### config.mk
export PLATFORM = sky130hd
export DESIGN_NAME = ks_data_path_gen
export DESIGN_NICKNAME = d
export VERILOG_FILES = /design/src/rtl/ks_data_path_gen.sv
export SDC_FILE = /design/constraint.sdc
export NUM_CORES = 1
export LEC_CHECK = 0
export BUFFER_PORTS_ARGS = -buffer_cell sky130_fd_sc_hd__buf_2
export CELL_PAD_IN_SITES_DETAIL_PLACEMENT = 0
export CELL_PAD_IN_SITES_GLOBAL_PLACEMENT = 1
export CORE_ASPECT_RATIO = 2
export CORE_MARGIN = 2
export CORE_UTILIZATION = 25
export CTS_BUF_LIST = sky130_fd_sc_hd__clkbuf_16
export CTS_CLUSTER_DIAMETER = 150
export CTS_CLUSTER_SIZE = 28
export DETAILED_ROUTE_END_ITERATION = 16
export MAX_ROUTING_LAYER = met4
export PLACE_DENSITY_LB_ADDON = 0.15
export SLEW_MARGIN = 40
export SYNTH_ARGS = -nofsm -noshare
export SYNTH_HDL_FRONTEND = slang
export SYNTH_SLANG_ARGS = --single-unit
### constraint.sdc
create_clock -name clk -period 6.7 [get_ports clk]
set_input_delay 1.005 -clock clk [delete_from_list [all_inputs] [get_ports clk]]
set_output_delay 1.005 -clock clk [all_outputs]
set_load 0.02 [all_outputs]
### src/rtl/ks_data_path_gen.sv
// K&S data path: PC, IR, opcode decode, register file, 4-op ALU, registered flags; decode/ALU combinational, state 1 cycle.
// Driven strictly by the control unit, no backpressure. Define KS_REG0_ZERO_EN to hard-wire reg[0] to zero.
package ks_pkg;
  typedef enum logic [3:0] {
    I_NOP, I_LOAD, I_STORE, I_MOVE, I_ADD, I_SUB, I_AND, I_OR,
    I_BRANCH, I_BZERO, I_BNEG, I_BOV, I_BNOV, I_BNNEG, I_BNZERO, I_HALT
  } decoded_instruction_type;
endpackage

module ks_data_path_gen #(
  parameter int DATA_W   = 16,
  parameter int ADDR_W   = 5,
  parameter int NUM_REGS = 4
) (
  input  logic                            clk,
  input  logic                            rst,
  input  logic                            branch,
  input  logic                            pc_enable,
  input  logic                            ir_enable,
  input  logic                            addr_sel,
  input  logic                            c_sel,
  input  logic [1:0]                      operation,
  input  logic                            write_reg_enable,
  input  logic                            flags_reg_enable,
  output ks_pkg::decoded_instruction_type decoded_instruction,
  output logic                            zero_op,
  output logic                            neg_op,
  output logic                            unsigned_overflow,
  output logic                            signed_overflow,
  output logic [ADDR_W-1:0]               ram_addr,
  output logic [DATA_W-1:0]               data_out,
  input  logic [DATA_W-1:0]               data_in
);
  import ks_pkg::*;

  localparam int RSEL_W = $clog2(NUM_REGS);
  localparam int MSB    = DATA_W - 1;
`ifdef KS_REG0_ZERO_EN
  localparam logic REG0_ZERO = 1'b1;
`else
  localparam logic REG0_ZERO = 1'b0;
`endif

  logic [ADDR_W-1:0] pc_q, pc_d;
  logic [DATA_W-1:0] ir_q;
  logic [DATA_W-1:0] regs_q [NUM_REGS];
  logic              zero_q, neg_q, uov_q, sov_q;

  logic [7:0]        opcode;
  logic [RSEL_W-1:0] a_addr, b_addr, c_addr;
  logic [ADDR_W-1:0] mem_addr;
  decoded_instruction_type dec;

  logic [DATA_W-1:0] bus_a, bus_b, alu_res, wr_dat;
  logic [DATA_W:0]   sum_ext;
  logic              alu_uov, alu_sov, reg_we;
  logic              unused_ir;

  assign opcode    = ir_q[DATA_W-1 -: 8];
  assign unused_ir = ^ir_q;

  always_comb begin
    dec      = I_NOP;
    a_addr   = '0;
    b_addr   = '0;
    c_addr   = '0;
    mem_addr = '0;
    case (opcode)
      8'h81: begin
        dec      = I_LOAD;
        c_addr   = ir_q[ADDR_W+RSEL_W-1:ADDR_W];
        mem_addr = ir_q[ADDR_W-1:0];
      end
      8'h82: begin
        dec      = I_STORE;
        a_addr   = ir_q[ADDR_W+RSEL_W-1:ADDR_W];
        mem_addr = ir_q[ADDR_W-1:0];
      end
      8'h91: begin
        dec    = I_MOVE;
        c_addr = ir_q[2*RSEL_W-1:RSEL_W];
        a_addr = ir_q[RSEL_W-1:0];
        b_addr = ir_q[RSEL_W-1:0];
      end
      8'hA1, 8'hA2, 8'hA3, 8'hA4: begin
        dec    = (opcode == 8'hA1) ? I_ADD : (opcode == 8'hA2) ? I_SUB :
                 (opcode == 8'hA3) ? I_AND : I_OR;
        a_addr = ir_q[RSEL_W-1:0];
        b_addr = ir_q[2*RSEL_W-1:RSEL_W];
        c_addr = ir_q[3*RSEL_W-1:2*RSEL_W];
      end
      8'h01, 8'h02, 8'h03, 8'h05, 8'h06, 8'h0A, 8'h0B: begin
        dec      = (opcode == 8'h01) ? I_BRANCH : (opcode == 8'h02) ? I_BZERO :
                   (opcode == 8'h03) ? I_BNEG   : (opcode == 8'h05) ? I_BOV   :
                   (opcode == 8'h06) ? I_BNOV   : (opcode == 8'h0A) ? I_BNNEG : I_BNZERO;
        mem_addr = ir_q[ADDR_W-1:0];
      end
      8'hFF:   dec = I_HALT;
      default: dec = I_NOP;
    endcase
  end

  // Asynchronous reads see the pre-write contents, giving old-value read-during-write.
  assign bus_a = (REG0_ZERO && a_addr == '0) ? '0 : regs_q[a_addr];
  assign bus_b = (REG0_ZERO && b_addr == '0) ? '0 : regs_q[b_addr];

  always_comb begin
    sum_ext = '0;
    alu_res = '0;
    alu_uov = 1'b0;
    alu_sov = 1'b0;
    case (operation)
      2'b00: begin
        sum_ext = {1'b0, bus_a} + {1'b0, bus_b};
        alu_res = sum_ext[DATA_W-1:0];
        alu_uov = sum_ext[DATA_W];
        alu_sov = (bus_a[MSB] == bus_b[MSB]) && (alu_res[MSB] != bus_a[MSB]);
      end
      2'b01: alu_res = bus_a & bus_b;
      2'b10: alu_res = bus_a | bus_b;
      default: begin
        // Missing carry out of a + ~b + 1 is the unsigned borrow.
        sum_ext = {1'b0, bus_a} + {1'b0, ~bus_b} + {{DATA_W{1'b0}}, 1'b1};
        alu_res = sum_ext[DATA_W-1:0];
        alu_uov = ~sum_ext[DATA_W];
        alu_sov = (bus_a[MSB] != bus_b[MSB]) && (alu_res[MSB] != bus_a[MSB]);
      end
    endcase
  end

  assign wr_dat = c_sel ? alu_res : data_in;
  assign reg_we = write_reg_enable && !(REG0_ZERO && c_addr == '0);
  assign pc_d   = branch ? mem_addr : pc_q + ADDR_W'(1);

  always_ff @(posedge clk) begin
    if (rst) begin
      pc_q   <= '0;
      ir_q   <= '0;
      zero_q <= 1'b0;
      neg_q  <= 1'b0;
      uov_q  <= 1'b0;
      sov_q  <= 1'b0;
      for (int i = 0; i < NUM_REGS; i++) regs_q[i] <= '0;
    end else begin
      if (pc_enable) pc_q <= pc_d;
      if (ir_enable) ir_q <= data_in;
      if (reg_we) regs_q[c_addr] <= wr_dat;
      if (flags_reg_enable) begin
        zero_q <= ~|alu_res;
        neg_q  <= alu_res[MSB];
        uov_q  <= alu_uov;
        sov_q  <= alu_sov;
      end
    end
  end

  assign decoded_instruction = dec;
  assign ram_addr            = addr_sel ? mem_addr : pc_q;
  assign data_out            = bus_a;
  assign zero_op             = zero_q;
  assign neg_op              = neg_q;
  assign unsigned_overflow   = uov_q;
  assign signed_overflow     = sov_q;
endmodule
# --- After elaboration in Yosys (flattened, before gate mapping) ---
# Memories as Yosys holds them, arrays and structs flattened.
# Cells that the tools add are included.
classes:
  n_reduce_logical: 11
  add_sub_neg: 4
  n_lt_le_gt_ge: 0
  div: 0
  n_eq_ne: 21
  bitwise: 4
  shift: 0
  n_mul: 0
  mux: 28
op_table:
  columns: ["cell", "n"]
  rows:
  - ["8-bit == test (second input constant)", 8]
  - ["16-bit case mux with 3 select lines", 1]
  - ["16-bit by 16-bit adder with 17-bit output", 2]
  - ["16-bit two-way mux", 2]
  - ["16-bit OR reduction", 2]
  - ["4-bit case mux with 6 select lines", 1]
  - ["17-bit by 1-bit adder with 17-bit output (second input constant)", 1]
  - ["16-bit bitwise AND", 1]
  - ["8-bit by 2-bit == test with 1-bit output (second input constant)", 2]
  - ["8-bit by 3-bit == test with 1-bit output (second input constant)", 2]
  - ["8-bit by 4-bit == test with 1-bit output (second input constant)", 2]
  - ["16-bit inverter", 1]
  - ["16-bit bitwise OR", 1]
  - ["5-bit two-way mux", 3]
  - ["3-bit two-way mux", 4]
  - ["2-bit two-way mux", 5]
  - ["9-bit OR reduction", 1]
  - ["8-bit by 1-bit == test with 1-bit output (second input constant)", 1]
  - ["2-bit case mux with 2 select lines", 2]
  - ["1-bit two-way mux", 7]
  - ["7-bit OR reduction", 1]
  - ["2-bit case mux with 3 select lines", 1]
  - ["5-bit by 1-bit adder with 5-bit output (second input constant)", 1]
  - ["5-bit OR reduction", 1]
  - ["other kinds (11)", 15]
totals:
  elab_cells: 75
  ram_bits: 64
  latchBits: 0
  n_memories: 1
  input_bits: 27
  mem_bits_ro: 0
  output_inout_bits: 29
  regBits: 25
memory_table:
  columns: ["memory", "depth", "width", "rd", "rd_ports_with_merged_regs", "wr", "line", "text"]
  rows:
  - ["regs_q", 4, 16, 2, 0, 4, "46", "logic [DATA_W-1:0] regs_q [NUM_REGS];"]

# --- Longest topological paths before layout ---
# Gate-level depths: netlist (run 1).
# An unclocked memory read counts as a cell.
logic_depth:
  word_depth: 10
  mapped_depth: 23
  mapped_depth_nobuf: 20

# --- Worst setup path before layout (run 1) ---
# Ideal clock, no wire load.
synth_timing:
  kind: "register -> register"
  start: "register ir_q[11]"
  end: "memory regs_q[0][12] (data pin)"
  setup_ns: 0.265
  synth_period_minus_slack_ns: 5.486
  path_stages_with_launch: 23
  required_ns: 6.435
  arrival_ns: 5.221
  path_slack_ns: 1.214
  path_cell_list: "dfxtp_1 -> buf_2 -> nor4bb_1 -> and2_1 -> o21ai_2 -> nand2_1 -> clkbuf_1 -> buf_1 -> mux2i_1 -> mux2_2 -> inv_1 -> fa_1 -> nand2b_1 -> a21oi_1 -> o311ai_0 -> a221oi_1 -> a211oi_1 -> o41a_1 -> or3_1 -> a21oi_1 -> a311oi_2 -> mux2i_1 -> nor2_1"
synth_lines:
  columns: ["element", "line", "text"]
  rows:
  - ["start: declaration", "45", "logic [DATA_W-1:0] ir_q;"]
  - ["start signal: assignment", "146", "if (ir_enable) ir_q <= data_in;"]
  - ["end: declaration", "46", null]

==> results of run 1 <==
## final cells by class
cell class | count | area (um^2) | share of cell area (%)
clock buffer | 10 | 250 | 3.00
clock inverter | 6 | 32.5 | 0.391
multi-input combinational | 610 | 4510 | 54.2
inverter | 72 | 270 | 3.24
timing repair buffer | 73 | 410 | 4.93
tap | 360 | 450 | 5.41
sequential | 88 | 2400 | 28.8
## sequential cells by signal (all words and copies together), names as in the netlist
signal,count
zero_op,1
pc_q,5
regs_q,64
neg_op,1
signed_overflow,1
ir_q,15
unsigned_overflow,1
## per-layer routing
layer  GRT usage, %  wire [um]  vias to the layer above
li1               -          -                     3008
met1           16.9       9730                     3015
met2           33.1      14200                      113
met3           1.67        521                       51
met4           7.45        907                        0
met5              -          0                        -
## synth_stat cells (14+ instances only)
master / instances / area [um^2]
nor2_1: 110 / 413
mux2i_1: 100 / 1000
inv_1: 71 / 267
edfxtp_1: 64 / 1920
a21oi_1: 53 / 265
ha_1: 53 / 663
nand2_1: 34 / 128
clkbuf_1: 30 / 113
dfxtp_1: 24 / 480
o21ai_0: 24 / 120
a21o_1: 19 / 143
nand3_1: 18 / 90.1
mux2_2: 15 / 169
nand2b_1: 14 / 87.6
## worst max-delay path: stages, from the launching register on
cell and delay [ns]:
dfxtp_1 0.59, nor4bb_1 0.42, and2_1 0.34, o21ai_2 0.12, nand2_1 0.34, buf_4 0.38
mux2i_1 0.12, mux2_2 0.29, ha_1 0.37, a21oi_1 0.29, o311ai_0 0.24, a221oi_1 0.51
a211oi_1 0.26, o41ai_2 0.53, xnor2_1 0.17, nand2_1 0.07, a22oi_1 0.35, a211o_1 0.26
nor2_1 0.06
## stage by stage
stage	instance area, um^2	total power (uW)	instances	hold WS (ns)
after floorplan	7360	913	816	0.475
after global placement	8020	1050	1203	0.466
after detailed placement	8030	1050	1203	0.471
after CTS	8310	1550	1219	0.480
after global routing	8330	1610	1219	0.498
final	8330	1530	1219	0.475
## worst max-delay path by stage
stage               slack [ns]                     endpoint  depth (start not counted)
detailed placement        0.26  regs_q[0][14]$_SDFFCE_PN0P_                         18
global route              0.02  regs_q[0][12]$_SDFFCE_PN0P_                         18
finish                    0.68  regs_q[0][14]$_SDFFCE_PN0P_                         18
CTS                       0.23  regs_q[0][14]$_SDFFCE_PN0P_                         18
floorplan                 1.21  regs_q[0][12]$_SDFFCE_PN0P_                         22
global placement          0.34  regs_q[0][14]$_SDFFCE_PN0P_                         18
## logic make-up after synthesis
group,Yosys count,share of synthesized area (%)
DFF,88,32.7
muxes,117,16.5
adders and majority gates,55,9.56
and+or+nand+nor,243,16.0
xor gates and xnor gates,9,1.17
buffers and inverters,118,6.29
AOI/OAI and AO/OA,186,17.8
## power breakdown
part	internal, uW	switching (uW)
Combinational	144	256
Sequential	613	23.8
Clock	271	224
Total	1030	504
## what timing repair did
item                                    CTS  global route
endpoints found under the setup margin    0             5
setup buffers                             0             0
gates resized for setup                   0             2
==> results.sh, run 1 <==
export IMPL_wl_um=25300
export IMPL_die_y_um=247
export IMPL_io_pins=56
export IMPL_insertion_delay_ns=0.36
export IMPL_cp_startpoint="ir_q[8]$_SDFFE_PP0P_"
export IMPL_initial_core_util_pct=25.4
export IMPL_arrival_ns=6.12
export IMPL_path_clk_slew_ns=0.07
export IMPL_grt_util_all_layers_pct=17.0
export IMPL_ir_drop_mv=0.139
export IMPL_fin_crit_ns=6.02
export IMPL_min_delay_start="neg_op$_SDFFE_PP0P_"
export IMPL_fin_crit_sh_pct=89.8
export IMPL_gp_congestion=0.809
export IMPL_async_flop_share_pct=0
export IMPL_maxSlewHeadroom_pct=52.4
export IMPL_rr_startpoint="ir_q[8]$_SDFFE_PP0P_"
export IMPL_core_area_um2=29000
export IMPL_hold_path_class="flop to flop"
export IMPL_layout_nets=936
export IMPL_antenna_found_initial=0
export IMPL_cts_root_buf="clkbuf_16"
export IMPL_status="finished clean"
export IMPL_synth_seq_area_share_pct=32.7
export IMPL_finalHoldViolations=0
export IMPL_post_synth_inst_count=816
export IMPL_dp_slack_ns=0.258
export IMPL_portBuffers=55
export IMPL_r2r_end="regs_q[0][14]$_SDFFCE_PN0P_"
export IMPL_final_common_cell="nor2_1"
export IMPL_cts_tree="done"
export IMPL_critical_path_startpoint_type="flop"
export IMPL_post_dp_hpwl_um=19800
export IMPL_cts_hold_buffers=0
export IMPL_grt_pass1_wl_um=38600
export IMPL_wire_per_inst_um=20.8
export IMPL_skew_ns=0.00868
export IMPL_cts_buffers=9
export IMPL_synth_distinct_cells=76
export IMPL_cts_sinks=88
export IMPL_clk_path_buf_depth=2
export IMPL_yosysWarningCount=0
export IMPL_hold_path_end="neg_op$_SDFFE_PP0P_"
export IMPL_setup_slack_ns=0.682
export IMPL_critical_path_class="flop to flop"
export IMPL_post_route_util_pct=28.8
export IMPL_power_density_nw_per_um2=184
export IMPL_die_area_um2=30900
export IMPL_finalSetupTns_ns=0
export IMPL_drcViolationCount=0
export IMPL_setup_viol=0
export IMPL_r2r_slack_ns=0.68
export IMPL_r2r_cells=18
export IMPL_areaGrowthSynthToFinish_pct=13.3
export IMPL_synth_avg_cell_area_um2=9.01
export IMPL_drive_gt1_share_pct=14.9
export IMPL_drt_vias_per_instance=5.08
export IMPL_synth_area_um2=7360
export IMPL_cellLeakagePower_uw=0.00344
export IMPL_ant_nets=0
export IMPL_syn_nets=898
export IMPL_critPathCaptureType="flop"
export IMPL_fill_cells=3083
export IMPL_fmax_mhz=166
export IMPL_die_w_um=125
export IMPL_first_pass_iters=4
export IMPL_synth_edf_count=64
export IMPL_holdPathStages=2
export IMPL_cts_htree_levels=3
export IMPL_ys_ff_latch=88
export IMPL_drv_cap=0
export IMPL_tightest_slew_ns=0.695
export IMPL_overflow=0
export IMPL_required_ns=6.80
export IMPL_grt_max_degree=30
export IMPL_ys_flop_type="edfxtp_1"
export IMPL_rsz0062_at_grt="no"
export IMPL_vias=6187
export IMPL_grt_pass1_vias=6503
export IMPL_path_max_fanout=16
export IMPL_core_rowCount=88
export IMPL_num_antenna_cells=0
export IMPL_detail_route_iter0_violations=303
export IMPL_drv_slew=0
export IMPL_final_cell_mix="nor2_1 (110), mux2i_1 (100), inv_1 (72)"
No activity file was read; power rests on OpenSTA's default activity.
==> run 2, diff against run 1 <==
==> constraint.sdc (replaced) <==
create_clock -name clk -period 6.2 [get_ports clk]
set_input_delay 0.93 -clock clk [delete_from_list [all_inputs] [get_ports clk]]
set_output_delay 0.93 -clock clk [all_outputs]
set_load 0.02 [all_outputs]
==> results.sh, run 2 (synthesis gave the netlist of run 1 again) <==
export IMPL_critPathCaptureType="flop"
export IMPL_dp_slack_ns=-0.0131
export IMPL_fill_cells=3102
export IMPL_status="finished clean"
export IMPL_clk_path_buf_depth=2
export IMPL_detail_route_iter0_violations=282
export IMPL_post_dp_hpwl_um=19400
export IMPL_core_area_um2=29000
export IMPL_hold_path_class="flop to flop"
export IMPL_seqPwrFrac_pct=39.7
export IMPL_postCtsSetupBuffers=0
export IMPL_p_int_uw=1180
export IMPL_fin_crit_sh_pct=90.4
export IMPL_drcViolationCount=0
export IMPL_ir_drop_mv=0.137
export IMPL_drv_cap=0
export IMPL_holdPathStages=2
export IMPL_portBuffers=55
export IMPL_setup_viol=0
export IMPL_design_area_um2=8470
export IMPL_largest_reg_flops=64
export IMPL_placed_cell_area_um2=8110
export IMPL_cts_htree_levels=3
export IMPL_combPwrFrac_pct=25.7
export IMPL_path_max_fanout=13
export IMPL_required_ns=6.41
export IMPL_wl_um=25100
export IMPL_core_rowCount=88
export IMPL_cts_tree="done"
export IMPL_insertion_delay_ns=0.35
export IMPL_power_density_nw_per_um2=204
export IMPL_maxSlewHeadroom_pct=50.0
export IMPL_first_pass_iters=4
export IMPL_vias=6120
export IMPL_grt_util_all_layers_pct=16.8
export IMPL_swShare_pct=31.6
export IMPL_cts_hold_buffers=0
export IMPL_cts_root_buf="clkbuf_16"
export IMPL_critical_path_startpoint_type="flop"
export IMPL_die_w_um=125
export IMPL_areaGrowthSynthToFinish_pct=15.2
export IMPL_fmax_mhz=178
export IMPL_grt_max_degree=30
export IMPL_top_register="regs_q"
export IMPL_skew_ns=0.00865
export IMPL_rsz0062_at_grt="no"
export IMPL_wire_per_inst_um=20.4
export IMPL_p_sw_uw=545
export IMPL_top_regs="regs_q (64), ir_q (15), pc_q (5)"
export IMPL_grt_pass1_vias=6474
export IMPL_arrival_ns=5.81
export IMPL_grt_pass1_wl_um=38400
export IMPL_ant_nets=0
export IMPL_cts_sinks=88
export IMPL_cellLeakagePower_uw=0.00350
export IMPL_r2r_cells=20
export IMPL_setup_slack_ns=0.596
export IMPL_drv_slew=0
export IMPL_cts_buffers=9
export IMPL_overflow=0
export IMPL_final_common_cell="nor2_1"
export IMPL_fin_crit_ns=5.60
export IMPL_die_y_um=247
export IMPL_tightest_slew_ns=0.750
export IMPL_antenna_found_initial=1
export IMPL_p_clk_share_pct=34.6
export IMPL_drt_vias_per_instance=4.98
export IMPL_io_pins=56
export IMPL_initial_core_util_pct=25.4
export IMPL_gp_congestion=0.806
export IMPL_final_cell_mix="nor2_1 (110), mux2i_1 (99), inv_1 (72)"
export IMPL_path_clk_slew_ns=0.07
export IMPL_critical_path_class="flop to flop"
export IMPL_drive_gt1_share_pct=16.2
export IMPL_layout_nets=945
export IMPL_die_area_um2=30900
export IMPL_finalHoldViolations=0
## run 2: changes by cell type in the layout (fill, tap and decap cells not counted), moves of 2 or more
cell        before  now
buf_4           18   26
bufinv_16        0    2
clkinv_2         2    0
clkinvlp_4       0    2
nand2b_1        11   13
nand2b_2         3    1
## run 2: power by group through the flow
stage	logic (uW)	clock network [uW]	registers [uW]
after floorplan	297	0	690
after global placement	447	0	699
after detailed placement	444	0	699
after CTS	447	613	686
after global routing	492	631	690
final	444	597	686
## run 2: final cells by class
type | count | area (um^2) | share of cell area [%]
antenna | 1 | 2.50 | 0.0295
clock buffer | 9 | 225 | 2.66
clock inverter | 7 | 96.3 | 1.14
inverter | 72 | 270 | 3.19
multi-input combinational | 610 | 4530 | 53.5
sequential | 88 | 2400 | 28.4
tap | 360 | 450 | 5.32
timing repair buffer | 82 | 490 | 5.79
## run 2: final timing paths
path | start | end | slack [ns]
max | ir_q[8]$_SDFFE_PP0P_ | regs_q[2][15]$_SDFFCE_PN0P_ | 0.60
min reg2reg | unsigned_overflow$_SDFFE_PP0P_ | unsigned_overflow$_SDFFE_PP0P_ | 0.47
max reg2reg | ir_q[8]$_SDFFE_PP0P_ | regs_q[2][15]$_SDFFCE_PN0P_ | 0.60
min | unsigned_overflow$_SDFFE_PP0P_ | unsigned_overflow$_SDFFE_PP0P_ | 0.47
## run 2: worst max-delay path, stage by stage (launching register included)
cell and delay, ns:
dfxtp_1 0.59, nor4bb_2 0.44, and2_1 0.34, o21ai_2 0.13, nand2_1 0.39, buf_4 0.24, mux2i_1 0.08, mux2_2 0.30
ha_1 0.44, nor2b_1 0.10, a211oi_1 0.37, nor3_1 0.08, a221oi_1 0.28, buf_4 0.19, o211ai_1 0.17, a21oi_1 0.33
nor2b_1 0.17, a21oi_1 0.05, o221a_2 0.29, a211o_1 0.35, nor2_1 0.11
## run 2: per-layer routing
| metal | part of all wire, % | wire length [um] | GRT usage, % | vias to the layer above |
|---|---|---|---|---|
| li1 | - | - | - | 3030 |
| met2 | 56 | 13900 | 32.8 | 118 |
| met4 | 2.9 | 737 | 6.41 | 0 |
| met5 | 0 | 0 | - | - |
| met1 | 39 | 9760 | 17.0 | 2936 |
| met3 | 2.5 | 629 | 1.61 | 36 |
## run 2: per-stage QoR
step	hold WS (ns)	utilization, %	total power, uW	cells	TNS [ns]
2_1_floorplan	0.475	-	987	816	0
3_3_place_gp	0.467	28.0	1150	1212	0
3_5_place_dp	0.465	28.0	1140	1212	-0.0196
4_1_cts	0.478	29.1	1750	1228	0
5_1_grt	0.525	29.3	1810	1229	0
6_report	0.475	29.3	1730	1229	0
## run 2: timing repair
action,CTS,global route
endpoints found under the setup margin,3,18
gates cloned,0,0
resized for setup,1,6
